$ cat src/rtl/gdp_pkg.sv
// Shared definitions for the GDP datapath: width default, op codes and ALU FSM states.
package gdp_pkg;

    localparam int DATA_WIDTH_DEF = 8;

    typedef enum logic [2:0] {
        OP_PASS_A = 3'b000,
        OP_ADD    = 3'b001,
        OP_SUB    = 3'b010,
        OP_AND    = 3'b011,
        OP_OR     = 3'b100,
        OP_XOR    = 3'b101,
        OP_SHL_A  = 3'b110,
        OP_MUL    = 3'b111
    } op_e;

    typedef enum logic [1:0] {
        ST_IDLE = 2'd0,
        ST_EXEC = 2'd1,
        ST_MUL  = 2'd2,
        ST_DONE = 2'd3
    } state_e;

endpackage

$ cat src/rtl/gdp_shift_add_mul.sv
// Unsigned shift-add multiplier: one partial product per cycle over WIDTH cycles.
module gdp_shift_add_mul
    import gdp_pkg::*;
#(
    parameter int WIDTH = DATA_WIDTH_DEF
) (
    input  logic                 clk_i,
    input  logic                 rst_i,
    input  logic                 start_i,
    input  logic [WIDTH-1:0]     a_i,
    input  logic [WIDTH-1:0]     b_i,
    output logic [2*WIDTH-1:0]   product_o,
    output logic                 done_o
);

    localparam int CW = (WIDTH > 1) ? $clog2(WIDTH) : 1;

    logic [2*WIDTH-1:0] acc_q;
    logic [2*WIDTH-1:0] mcand_q;
    logic [WIDTH-1:0]   mplier_q;
    logic [CW-1:0]      cnt_q;
    logic               run_q;
    logic [2*WIDTH-1:0] acc_d;

    // Accumulate the current partial product.
    always_comb begin
        acc_d = acc_q;
        if (mplier_q[0]) begin
            acc_d = acc_q + mcand_q;
        end else begin
            acc_d = acc_q;
        end
    end

    // Iteration registers: load on start, then step while running.
    always_ff @(posedge clk_i or posedge rst_i) begin
        if (rst_i) begin
            acc_q    <= '0;
            mcand_q  <= '0;
            mplier_q <= '0;
            cnt_q    <= '0;
            run_q    <= 1'b0;
        end else if (start_i) begin
            acc_q    <= '0;
            mcand_q  <= {{WIDTH{1'b0}}, a_i};
            mplier_q <= b_i;
            cnt_q    <= '0;
            run_q    <= 1'b1;
        end else if (run_q) begin
            acc_q    <= acc_d;
            mcand_q  <= {mcand_q[2*WIDTH-2:0], 1'b0};
            mplier_q <= {1'b0, mplier_q[WIDTH-1:1]};
            if (cnt_q == CW'(WIDTH - 1)) begin
                cnt_q <= '0;
                run_q <= 1'b0;
            end else begin
                cnt_q <= cnt_q + 1'b1;
            end
        end
    end

    // Final product is valid during the last iteration, ahead of its edge.
    assign product_o = acc_d;
    assign done_o    = run_q && (cnt_q == CW'(WIDTH - 1));

endmodule

$ cat src/rtl/gdp_alu.sv
// GDP ALU: captures an operation on start, executes it (single-cycle ops or
// iterative multiply) and presents registered result/flags with a done pulse.
module gdp_alu
    import gdp_pkg::*;
#(
    parameter int DATA_WIDTH = DATA_WIDTH_DEF
) (
    input  logic                  clock,
    input  logic                  reset,
    input  logic                  start,
    input  logic [2:0]            op,
    input  logic [DATA_WIDTH-1:0] operand_A,
    input  logic [DATA_WIDTH-1:0] operand_B,
    output logic [DATA_WIDTH-1:0] result,
    output logic                  carry_flag,
    output logic                  zero_flag,
    output logic                  busy,
    output logic                  done
);

    state_e                  state_q, state_d;
    logic [2:0]              op_q;
    logic [DATA_WIDTH-1:0]   a_q, b_q;
    logic                    exec_settle_q;
    logic                    mul_start_q;
    logic [DATA_WIDTH-1:0]   result_q;
    logic                    carry_q, zero_q;

    logic [DATA_WIDTH:0]     sum_s;
    logic [DATA_WIDTH-1:0]   alu_res_s;
    logic                    alu_carry_s;
    logic [2*DATA_WIDTH-1:0] mul_prod_s;
    logic                    mul_done_s;

    gdp_shift_add_mul #(.WIDTH(DATA_WIDTH)) u_mul (
        .clk_i     (clock),
        .rst_i     (reset),
        .start_i   (mul_start_q),
        .a_i       (a_q),
        .b_i       (b_q),
        .product_o (mul_prod_s),
        .done_o    (mul_done_s)
    );

    assign sum_s = {1'b0, a_q} + {1'b0, b_q};

    // Single-cycle operations on the captured operands.
    always_comb begin
        alu_res_s   = a_q;
        alu_carry_s = 1'b0;
        case (op_q)
            OP_PASS_A: alu_res_s = a_q;
            OP_ADD:    {alu_carry_s, alu_res_s} = sum_s;
            OP_SUB: begin
                alu_res_s   = a_q - b_q;
                alu_carry_s = (a_q < b_q);
            end
            OP_AND:    alu_res_s = a_q & b_q;
            OP_OR:     alu_res_s = a_q | b_q;
            OP_XOR:    alu_res_s = a_q ^ b_q;
            OP_SHL_A: begin
                alu_res_s   = {a_q[DATA_WIDTH-2:0], 1'b0};
                alu_carry_s = a_q[DATA_WIDTH-1];
            end
            default: begin
                alu_res_s   = a_q;
                alu_carry_s = 1'b0;
            end
        endcase
    end

    // State register.
    always_ff @(posedge clock or posedge reset) begin
        if (reset) begin
            state_q <= ST_IDLE;
        end else begin
            state_q <= state_d;
        end
    end

    // Next-state logic; EXEC holds for one settle cycle before write-back.
    always_comb begin
        state_d = state_q;
        case (state_q)
            ST_IDLE: begin
                if (start) begin
                    state_d = (op == OP_MUL) ? ST_MUL : ST_EXEC;
                end else begin
                    state_d = ST_IDLE;
                end
            end
            ST_EXEC: state_d = exec_settle_q ? ST_DONE : ST_EXEC;
            ST_MUL:  state_d = mul_done_s ? ST_DONE : ST_MUL;
            ST_DONE: state_d = ST_IDLE;
            default: state_d = ST_IDLE;
        endcase
    end

    // Status outputs decoded from the registered state.
    always_comb begin
        busy = (state_q == ST_EXEC) || (state_q == ST_MUL);
        done = (state_q == ST_DONE);
    end

    // Operation capture and multiplier launch.
    always_ff @(posedge clock or posedge reset) begin
        if (reset) begin
            op_q          <= 3'b000;
            a_q           <= '0;
            b_q           <= '0;
            mul_start_q   <= 1'b0;
            exec_settle_q <= 1'b0;
        end else begin
            if ((state_q == ST_IDLE) && start) begin
                op_q <= op;
                a_q  <= operand_A;
                b_q  <= operand_B;
            end
            mul_start_q   <= (state_q == ST_IDLE) && start && (op == OP_MUL);
            exec_settle_q <= (state_q == ST_EXEC) && !exec_settle_q;
        end
    end

    // Result and flags change only at a completion edge.
    always_ff @(posedge clock or posedge reset) begin
        if (reset) begin
            result_q <= '0;
            carry_q  <= 1'b0;
            zero_q   <= 1'b0;
        end else if ((state_q == ST_EXEC) && exec_settle_q) begin
            result_q <= alu_res_s;
            carry_q  <= alu_carry_s;
            zero_q   <= (alu_res_s == '0);
        end else if ((state_q == ST_MUL) && mul_done_s) begin
            result_q <= mul_prod_s[DATA_WIDTH-1:0];
            carry_q  <= |mul_prod_s[2*DATA_WIDTH-1:DATA_WIDTH];
            zero_q   <= (mul_prod_s[DATA_WIDTH-1:0] == '0);
        end
    end

    assign result     = result_q;
    assign carry_flag = carry_q;
    assign zero_flag  = zero_q;

endmodule

$ cat config.mk
export PLATFORM = sky130hd
export DESIGN_NAME = gdp_alu
export DESIGN_NICKNAME = d
export VERILOG_FILES = /design/src/rtl/gdp_pkg.sv /design/src/rtl/gdp_shift_add_mul.sv /design/src/rtl/gdp_alu.sv
export SDC_FILE = /design/constraint.sdc
export NUM_CORES = 1
export LEC_CHECK = 0
export CAP_MARGIN = 40
export CORE_MARGIN = 1
export CORE_UTILIZATION = 40
export CTS_CLUSTER_SIZE = 16
export DETAILED_ROUTE_END_ITERATION = 10
export GPL_ROUTABILITY_DRIVEN = 0
export PLACE_DENSITY = 0.65
export SETUP_SLACK_MARGIN = 0.02
export SLEW_MARGIN = 20
export SYNTH_ARGS = -nofsm -noshare
export SYNTH_HDL_FRONTEND = slang
export SYNTH_SLANG_ARGS = --single-unit
export TNS_END_PERCENT = 1
$ cat constraint.sdc
create_clock -name clock -period 7.8 [get_ports clock]
set_input_delay 1.56 -clock clock [delete_from_list [all_inputs] [get_ports clock]]
set_output_delay 1.56 -clock clock [all_outputs]
set_load 0.01 [all_outputs]
; ---- After elaboration in Yosys (flattened, before gate mapping)
; Cells that the tools add are included.
[word_totals]
regBits = 77
inputBits = 22
out_inout_bits = 12
elab_cells = 73
[classes]
add_sub_neg = 4
order_cmp = 1
eq_ne = 11
mux = 26
bitwise_logic = 3
reduce_logical = 14
[ops]
columns = op, count
row1 = 2-to-1 mux 16 bit, 5
row2 = case mux 8 bit (6 select lines), 1
row3 = 2-to-1 mux 8 bit, 4
row4 = adder 16 bit, 1
row5 = logical NOT 8 bit, 2
row6 = "equality test 3 bit, second input constant", 5
row7 = adder 8 x 8 -> 9 bit, 1
row8 = 2-to-1 mux 3 bit, 3
row9 = AND 8 bit, 1
row10 = less-than comparator 8 bit, 1
row11 = 2-to-1 mux 1 bit, 8
row12 = OR 8 bit, 1
row13 = case mux 2 bit (4 select lines), 1
row14 = OR reduction 8 bit, 1
row15 = subtractor 8 bit, 1
row16 = XOR 8 bit, 1
row17 = "equality test 3 x 2 -> 1 bit, second input constant", 2
row18 = logical AND 1 bit, 6
row19 = 2-to-1 mux 2 bit, 3
row20 = "equality test 2 bit, second input constant", 2
row21 = nonzero test 2 bit, 2
row22 = "adder 3 x 1 -> 3 bit, second input constant", 1
row23 = "equality test 3 x 1 -> 1 bit, second input constant", 1
row24 = case mux 1 bit (3 select lines), 1
row25 = 4 further kinds, 4

; ---- Longest topological paths before layout
; Gate-level depths: netlist of run 1.
[depth]
ltp_word = 5
ltp_mapped = 11

; ---- Modules after synthesis
; From an unflattened synthesis of run 1, not the netlist that was laid out.
[unflattened]
hier_cells = 662
hier_area_um2 = 5826.8
[modules_own_cells]
columns = module, instances, cells_per_inst, area_per_inst_um2, seq_area_each_um2
row1 = gdp_shift_add_mul, 1, 345, 3066.7, 1101.1
row2 = gdp_alu, 1, 317, 2760.1, 825.8

; ---- Least setup slack after synthesis of run 1
; OpenSTA, ideal clock, no wires.
[synth_timing]
path_kind = reg-to-reg
startpoint = register u_mul.mcand_q[0]
endpoint = register carry_q (netlist: carry_flag)
setup_time_ns = 0.140
t_arrival_ns = 2.387
slack_ns = 5.273
path_stages_with_launch = 11
synth_period_minus_slack_ns = 2.527
cell_sequence = dfrtp_1 > ha_1 > fa_1 > a21oi_1 > o211ai_1 > a21oi_1 > o21ai_0 > xor2_1 > a2111o_1 > o311ai_0 > a31oi_1
[synth_between]
elab_chain_len = 5
[synth_lines]
columns = element, line_no
row1 = "start, declared", gdp_shift_add_mul.sv:19  ; logic [2*WIDTH-1:0] mcand_q;
row2 = "start signal, assigned", gdp_shift_add_mul.sv:45  ; mcand_q <= {{WIDTH{1'b0}}, a_i};
row3 = "start signal, assigned", gdp_shift_add_mul.sv:51  ; mcand_q <= {mcand_q[2*WIDTH-2:0], 1'b0};
row4 = adder 16 bit, gdp_shift_add_mul.sv:29  ; acc_d = acc_q + mcand_q;
row5 = 2-to-1 mux 16 bit, gdp_shift_add_mul.sv:28  ; if (mplier_q[0]) begin
row6 = OR reduction 8 bit, gdp_alu.sv:136  ; carry_q <= |mul_prod_s[2*DATA_WIDTH-1:DATA_WIDTH];
row7 = 2-to-1 mux 1 bit, gdp_alu.sv:134  ; end else if ((state_q == ST_MUL) && mul_done_s) begin
row8 = 2-to-1 mux 1 bit, gdp_alu.sv:130  ; end else if ((state_q == ST_EXEC) && exec_settle_q) begin
row9 = "end signal, assigned", gdp_alu.sv:132  ; carry_q <= alu_carry_s;
row10 = "end signal, assigned", gdp_alu.sv:136
row11 = "end, declared", gdp_alu.sv:27  ; logic carry_q, zero_q;
; Every way passes these cells. The select of a mux whose other input is x is not followed.
; A chain may end at the register's enable or synchronous reset.

; ---- Final worst setup path of run 1
[layout_timing]
startpoint = register state_q[1]
endpoint = output port busy
[layout_between]
elab_chain_len = 2
word_cells_on_any_way = 3
cone_classes = 2 x eq/ne / 1 x reduce/logical
[layout_lines]
columns = element, line_no
row1 = "start, declared", gdp_alu.sv:21  ; state_e state_q, state_d;
row2 = "start signal, assigned", gdp_alu.sv:77  ; state_q <= state_d;
row3 = equality test 2 x 1 -> 1 bit / equality test 2 bit (equally long branches), gdp_alu.sv:101  ; busy = (state_q == ST_EXEC) || (state_q == ST_MUL);
row4 = logical OR 1 bit (*), gdp_alu.sv:101
row5 = "end, declared", gdp_alu.sv:17  ; output logic busy,
; Every way passes the cells marked *; elsewhere a longest branch is shown, timed or not.

==> results.json, run 1 <==
{
  "wl_met3_um": 381,
  "start_util_pct": 41.2,
  "grt_pass1_vias": 4466,
  "synth_edf_count": 0,
  "synth.distinct_cells": 57,
  "synth_warnings": 0,
  "finalWirelength_mm": 12.8,
  "hold_class": "flop to flop",
  "placed_cell_area_um2": 5920,
  "crit_required_ns": 6.24,
  "synthCells": 608,
  "synth-seq-cells": 77,
  "grt_pass1_wl_mm": 22.1,
  "die_area_um2": 14100,
  "die_y_um": 119,
  "grt_max_degree": 61,
  "hold_slack_ns": 0.455,
  "grt_usage_pct": 19.5,
  "yosysSeqAreaShare_pct": 35.3,
  "syn-cell-area_um2": 5450,
  "reg2reg_depth": 10,
  "grt_antenna_before_repair": 0,
  "overflow": 0,
  "worst-path-max-fanout": 3,
  "cts_max_level": 3,
  "ctsHoldBuffers": 0,
  "period_needed_ns": 3.16,
  "rsz0062_at_grt": "false",
  "endpoint": "busy",
  "drt-initial-drc-count": 277,
  "placementRows": 42,
  "route.detailed.drc": 0,
  "fmax_mhz": 316,
  "setup_violations": 0,
  "cap_viol_max_count": 0,
  "syn_to_final_growth_pct": 15.4,
  "r2r-start": "u_mul.mcand_q[0]$_DFFE_PP0P_",
  "worstPathArrival_ns": 1.60,
  "drt_first_pass_iters": 4,
  "clkLatencyLatePin_ns": 0.33,
  "finalNetCount": 699,
  "syn_nets": 680,
  "p_int_mw": 1.62,
  "maxSlewHeadroom_pct": 42.4,
  "root_buffer": "clkbuf_16",
  "cp-start-kind": "flop",
  "dp_cells": 789,
  "wl_met1_mm": 5.90,
  "diodes": 0,
  "dpl.hpwl_mm": 9.19,
  "post_drt_wl_per_cell_um": 15.9,
  "coreArea_um2": 13200,
  "vdd.ir_drop.worst_mv": 0.250,
  "final_cells": 808,
  "tightest_slew_ns": 0.863,
  "p_seq_share_pct": 26.1,
  "ant_nets": 0,
  "syn_avg_cell_area_um2": 8.97,
  "powerDensity_nw_per_um2": 470,
  "vias": 4512,
  "combPwrFrac_pct": 58.5,
  "p_leak_nw": 2.78,
  "finalHoldViolCount": 0,
  "maxSlewViolCount": 0,
  "synth-main-ff-cell": "dfrtp_1",
  "crit_path_end_kind": "output pin",
  "status": "complete, no violations",
  "clk_pin_slew_ns": 0.06,
  "detailedPlace.worstSlack_ns": 4.55,
  "r2r_end": "carry_flag$_DFFE_PP0P_",
  "drive_gt1_share_pct": 9.02,
  "wl_met2_mm": 6.32,
  "path_class": "flop to output pin",
  "via_per_inst": 5.58,
  "highest_layer": "met4",
  "cts_resized": 0,
  "finClkSkew_ns": 0.00366,
  "post_cts_buffers": 0,
  "cts-buffers-inserted": 9,
  "fin_crit_sh_pct": 40.6,
  "cts_sinks": 77,
  "die_x_um": 119,
  "final_area_um2": 6290,
  "io_buffers": 33,
  "cts_tree": "yes",
  "setup_ws_ns": 4.64,
  "ioPinCount": 34,
  "worstSetupStartpoint": "state_q[1]$_DFF_PP0_",
  "async_reset_ff_share_pct": 100,
  "pwr-share-clk_pct": 15.4,
  "fin_util_pct": 47.5,
  "power_mw": 2.96,
  "rrSetupSlack_ns": 4.89,
  "p_switching_mw": 1.34,
  "tns_ns": 0,
  "switching_share_pct": 45.2,
  "clock_path_buffers": 2
}
[synthesized netlist by cell type, drive strengths merged (3+ instances only)]
master	instances	share of area (%)
o31ai	4	0.55
fa	3	1.1
inv	30	2.1
a211oi	17	2.4
buf	9	0.76
nand3	11	1.0
o21bai	6	0.83
nor3	8	0.73
a21oi	44	4.0
nor2b	5	0.57
o21ai	54	5.0
nand2	54	3.7
nand2b	7	0.80
a31oi	6	0.69
and2	4	0.50
clkbuf	24	1.7
xnor2	11	1.8
xor2	5	0.80
mux2i	37	6.8
o211ai	9	1.2
mux2	22	4.5
o22ai	6	0.69
and3	5	0.57
ha	47	11
nor2	63	4.3
dfrtp	77	35
a21o	6	0.85
[power by group through the flow]
stage | clock [mW] | combinational (mW) | sequential (mW)
after floorplan | 0 | 1.34 | 0.711
after global placement | 0 | 1.60 | 0.803
after detailed placement | 0 | 1.66 | 0.810
after CTS | 0.467 | 1.67 | 0.804
after global routing | 0.480 | 1.94 | 0.805
final | 0.456 | 1.73 | 0.773
[worst min path at each step]
stage	startpoint	end	slack (ns)	cells after the start
final	exec_settle_q$_DFF_PP0_	exec_settle_q$_DFF_PP0_	0.45	1
after global routing	exec_settle_q$_DFF_PP0_	exec_settle_q$_DFF_PP0_	0.49	1
after CTS	exec_settle_q$_DFF_PP0_	exec_settle_q$_DFF_PP0_	0.46	1
after detailed placement	exec_settle_q$_DFF_PP0_	exec_settle_q$_DFF_PP0_	0.45	1
after global placement	exec_settle_q$_DFF_PP0_	exec_settle_q$_DFF_PP0_	0.45	1
after floorplan	exec_settle_q$_DFF_PP0_	exec_settle_q$_DFF_PP0_	0.42	1
[layout by cell type, fill, tap and decap left out, drive strengths merged, types with 11 or more instances in the layout]
master	count
nand3	11
o21ai	54
dfrtp	77
a21oi	44
mux2	22
a211oi	17
mux2i	37
inv	29
ha	47
nand2	54
nor2	63
clkdlybuf4s50	33
xnor2	11
[cell families (layout without fill, tap and decap cells)]
group / after synthesis / in the layout / share of synthesized area (%)
compound gates: 178 / 178 / 21.1
xor+xnor: 16 / 16 / 2.57
fa+ha+maj: 50 / 50 / 11.9
buf+inv: 63 / 87 / 4.47
flops: 77 / 77 / 35.3
mux: 59 / 59 / 11.3
simple gates: 165 / 165 / 13.3
[area by class of cell]
class,instances,area (µm²)
Inverter,30,114
Timing Repair Buffer,41,425
Clock buffer,10,239
Clock inverter,6,86.3
Fill cell,1265,6950
Tap cell,176,220
Multi-Input combinational cell,468,3280
Sequential cell,77,1930
[routing by layer]
layer,track usage (%),vias to the layer above
li1,-,2210
met4,7.83,0
met3,2.80,16
met2,32.3,100
met1,25.4,2186
met5,0,-
[state kept, by name, summed over array words and instances, names as in the netlist]
name,flops
exec_settle_q,1
u_mul.cnt_q,3
b_q,8
u_mul.run_q,1
u_mul.mplier_q,8
op_q,3
carry_flag,1
zero_flag,1
u_mul.acc_q,16
a_q,8
mul_start_q,1
state_q,2
u_mul.mcand_q,16
result,8
[critical path, cell delays in order, from the launching register on]
cell and delay [ns]:
dfrtp_1 0.37, inv_1 0.09, ha_1 0.28, clkdlybuf4s50_1 0.53
(Power assumes the default switching activity.)
==> inputs of run 2 (changes only) <==
--- a/config.mk
+++ b/config.mk
@@ -11,7 +11,7 @@
 export CTS_CLUSTER_SIZE = 16
 export DETAILED_ROUTE_END_ITERATION = 10
 export GPL_ROUTABILITY_DRIVEN = 0
-export PLACE_DENSITY = 0.65
+export PLACE_DENSITY = 0.67
 export SETUP_SLACK_MARGIN = 0.02
 export SLEW_MARGIN = 20
 export SYNTH_ARGS = -nofsm -noshare
==> constraint.sdc (replaced) <==
create_clock -name clock -period 2.6 [get_ports clock]
set_input_delay 0.52 -clock clock [delete_from_list [all_inputs] [get_ports clock]]
set_output_delay 0.52 -clock clock [all_outputs]
set_load 0.01 [all_outputs]
==> run 2 against run 1 <==
Critical path depth grew 8. Global-route usage up 0.63 points. Highest routed layer unchanged. Clock skew grew 0.0020 ns. Utilization rose by 2.6 points. Non-clock buffer count grew 36. Count of clock-buffer cells in the layout is 5 higher. Design area rose by 5.5%. Die area unchanged. Sequential power increased to 2.9 times the previous value.
==> results.json, run 2 (synthesis gave the netlist of run 1 again) <==
{
  "status": "complete, no violations",
  "io_buffers": 33,
  "drt-initial-drc-count": 260,
  "tns_ns": 0,
  "pwr-share-clk_pct": 12.5,
  "cts-buffers-inserted": 9,
  "root_buffer": "clkbuf_16",
  "clock_path_buffers": 2,
  "power_mw": 9.50,
  "hold_class": "flop to flop",
  "hold-path-cell-count": 1,
  "clk_pin_slew_ns": 0.06,
  "powerDensity_nw_per_um2": 1430,
  "die_y_um": 119,
  "fin_crit_sh_pct": 96.7,
  "worst-path-max-fanout": 3,
  "finClkSkew_ns": 0.00563,
  "maxSlewHeadroom_pct": 60.2,
  "dpl.hpwl_mm": 9.80,
  "drt_first_pass_iters": 5,
  "cts_tree": "yes",
  "finalWirelength_mm": 13.4,
  "finalHoldViolCount": 0,
  "die_area_um2": 14100,
  "maxSlewViolCount": 0,
  "rrSetupSlack_ns": 0.09,
  "clkLatencyLatePin_ns": 0.34,
  "syn_to_final_growth_pct": 21.8,
  "combPwrFrac_pct": 63.6,
  "fmax_mhz": 398,
  "cts_sinks": 77,
  "crit_path_end_kind": "flop",
  "grt_max_degree": 61,
  "p_switching_mw": 4.27,
  "reg2reg_depth": 11,
  "hold_slack_ns": 0.458,
  "layout_commonest_cell": "dfrtp_1",
  "grt_antenna_before_repair": 0,
  "coreArea_um2": 13200,
  "hold_start": "exec_settle_q$_DFF_PP0_",
  "cap_viol_max_count": 0,
  "worstSetupStartpoint": "a_q[2]$_DFFE_PP0P_",
  "final_cells": 844,
  "route.detailed.drc": 0,
  "via_per_inst": 5.51,
  "worstPathArrival_ns": 2.74,
  "cts_max_level": 3,
  "ioPinCount": 34,
  "layout_common_cells": "dfrtp_1, nor2_1, nand2_1",
  "die_x_um": 119,
  "grt_pass1_vias": 4678,
  "finalNetCount": 735,
  "vias": 4650,
  "crit_required_ns": 2.83,
  "p_seq_share_pct": 24.0,
  "ant_nets": 0,
  "r2r-start": "a_q[2]$_DFFE_PP0P_",
  "period_needed_ns": 2.51,
  "post_drt_wl_per_cell_um": 15.9,
  "grt_usage_pct": 20.1,
  "start_util_pct": 41.2,
  "path_class": "flop to flop",
  "p_leak_nw": 2.93,
  "reg_top3": "u_mul.acc_q (16), u_mul.mcand_q (16)",
  "setup_violations": 0,
  "rsz0062_at_grt": "true",
  "placementRows": 42,
  "dp_cells": 822,
  "cp-start-kind": "flop",
  "vdd.ir_drop.worst_mv": 0.898,
  "fin_util_pct": 50.2,
  "diodes": 0,
  "switching_share_pct": 45.0,
  "overflow": 0,
  "p_int_mw": 5.23,
  "tightest_slew_ns": 0.597,
  "drive_gt1_share_pct": 17.2,
  "grt_pass1_wl_mm": 22.5
}
## run 2: power by group through the flow
stage               sequential [mW]  combinational, mW  clock [mW]
floorplan                      2.13               4.02           0
global placement               2.25               5.37           0
detailed placement             2.28               5.52           0
CTS                            2.26               5.56        1.21
global route                   2.36               6.69        1.26
finish                         2.27               6.04        1.18
## run 2: area by class of cell
type	instances	area, µm²
fill	1252	6600
multi-input combinational	468	3430
sequential	77	1930
timing repair buffer	77	677
clock buffer	15	268
tap	176	220
inverter	30	114
clock inverter	1	5.00
## run 2: repair_timing
action | 4_1_cts | 5_1_grt
buffers inserted | 0 | 6
endpoints found under the hold margin | 0 | 0
hold buffers | 0 | 0
resized for setup | 1 | 32
setup endpoints to repair | 1 | 6
pin swaps | 0 | 12
## run 2: critical path, stage by stage, from the launching register on
cell and delay (ns):
dfrtp_1 0.39, buf_4 0.14, ha_1 0.23, o21bai_2 0.23
buf_4 0.15, a211oi_4 0.23, nor2_2 0.07, o31ai_2 0.27
a2bb2oi_2 0.18, o22ai_2 0.11, and4_1 0.18, a31o_2 0.22
## run 2: metrics by stage
stage	setup WS, ns	area [µm²]
6_report	0.0860	6640
5_1_grt	-0.0181	6640
4_1_cts	0.0242	6450
3_5_place_dp	0.0162	6170
3_3_place_gp	0.0528	6170
2_1_floorplan	0.0727	5450
## run 2: metal layers
metal	routed length, µm	GRT usage [%]
met1	5870	24.4
met2	6700	34.8
met3	544	4.44
met4	321	7.20
met5	0	0
## run 2: worst paths after layout
path / to
max reg2reg: zero_flag$_DFFE_PP0P_
max in group asynchronous: b_q[6]$_DFFE_PP0P_
max: zero_flag$_DFFE_PP0P_
min in group asynchronous: u_mul.acc_q[0]$_DFFE_PP0P_
min: exec_settle_q$_DFF_PP0_
min reg2reg: exec_settle_q$_DFF_PP0_
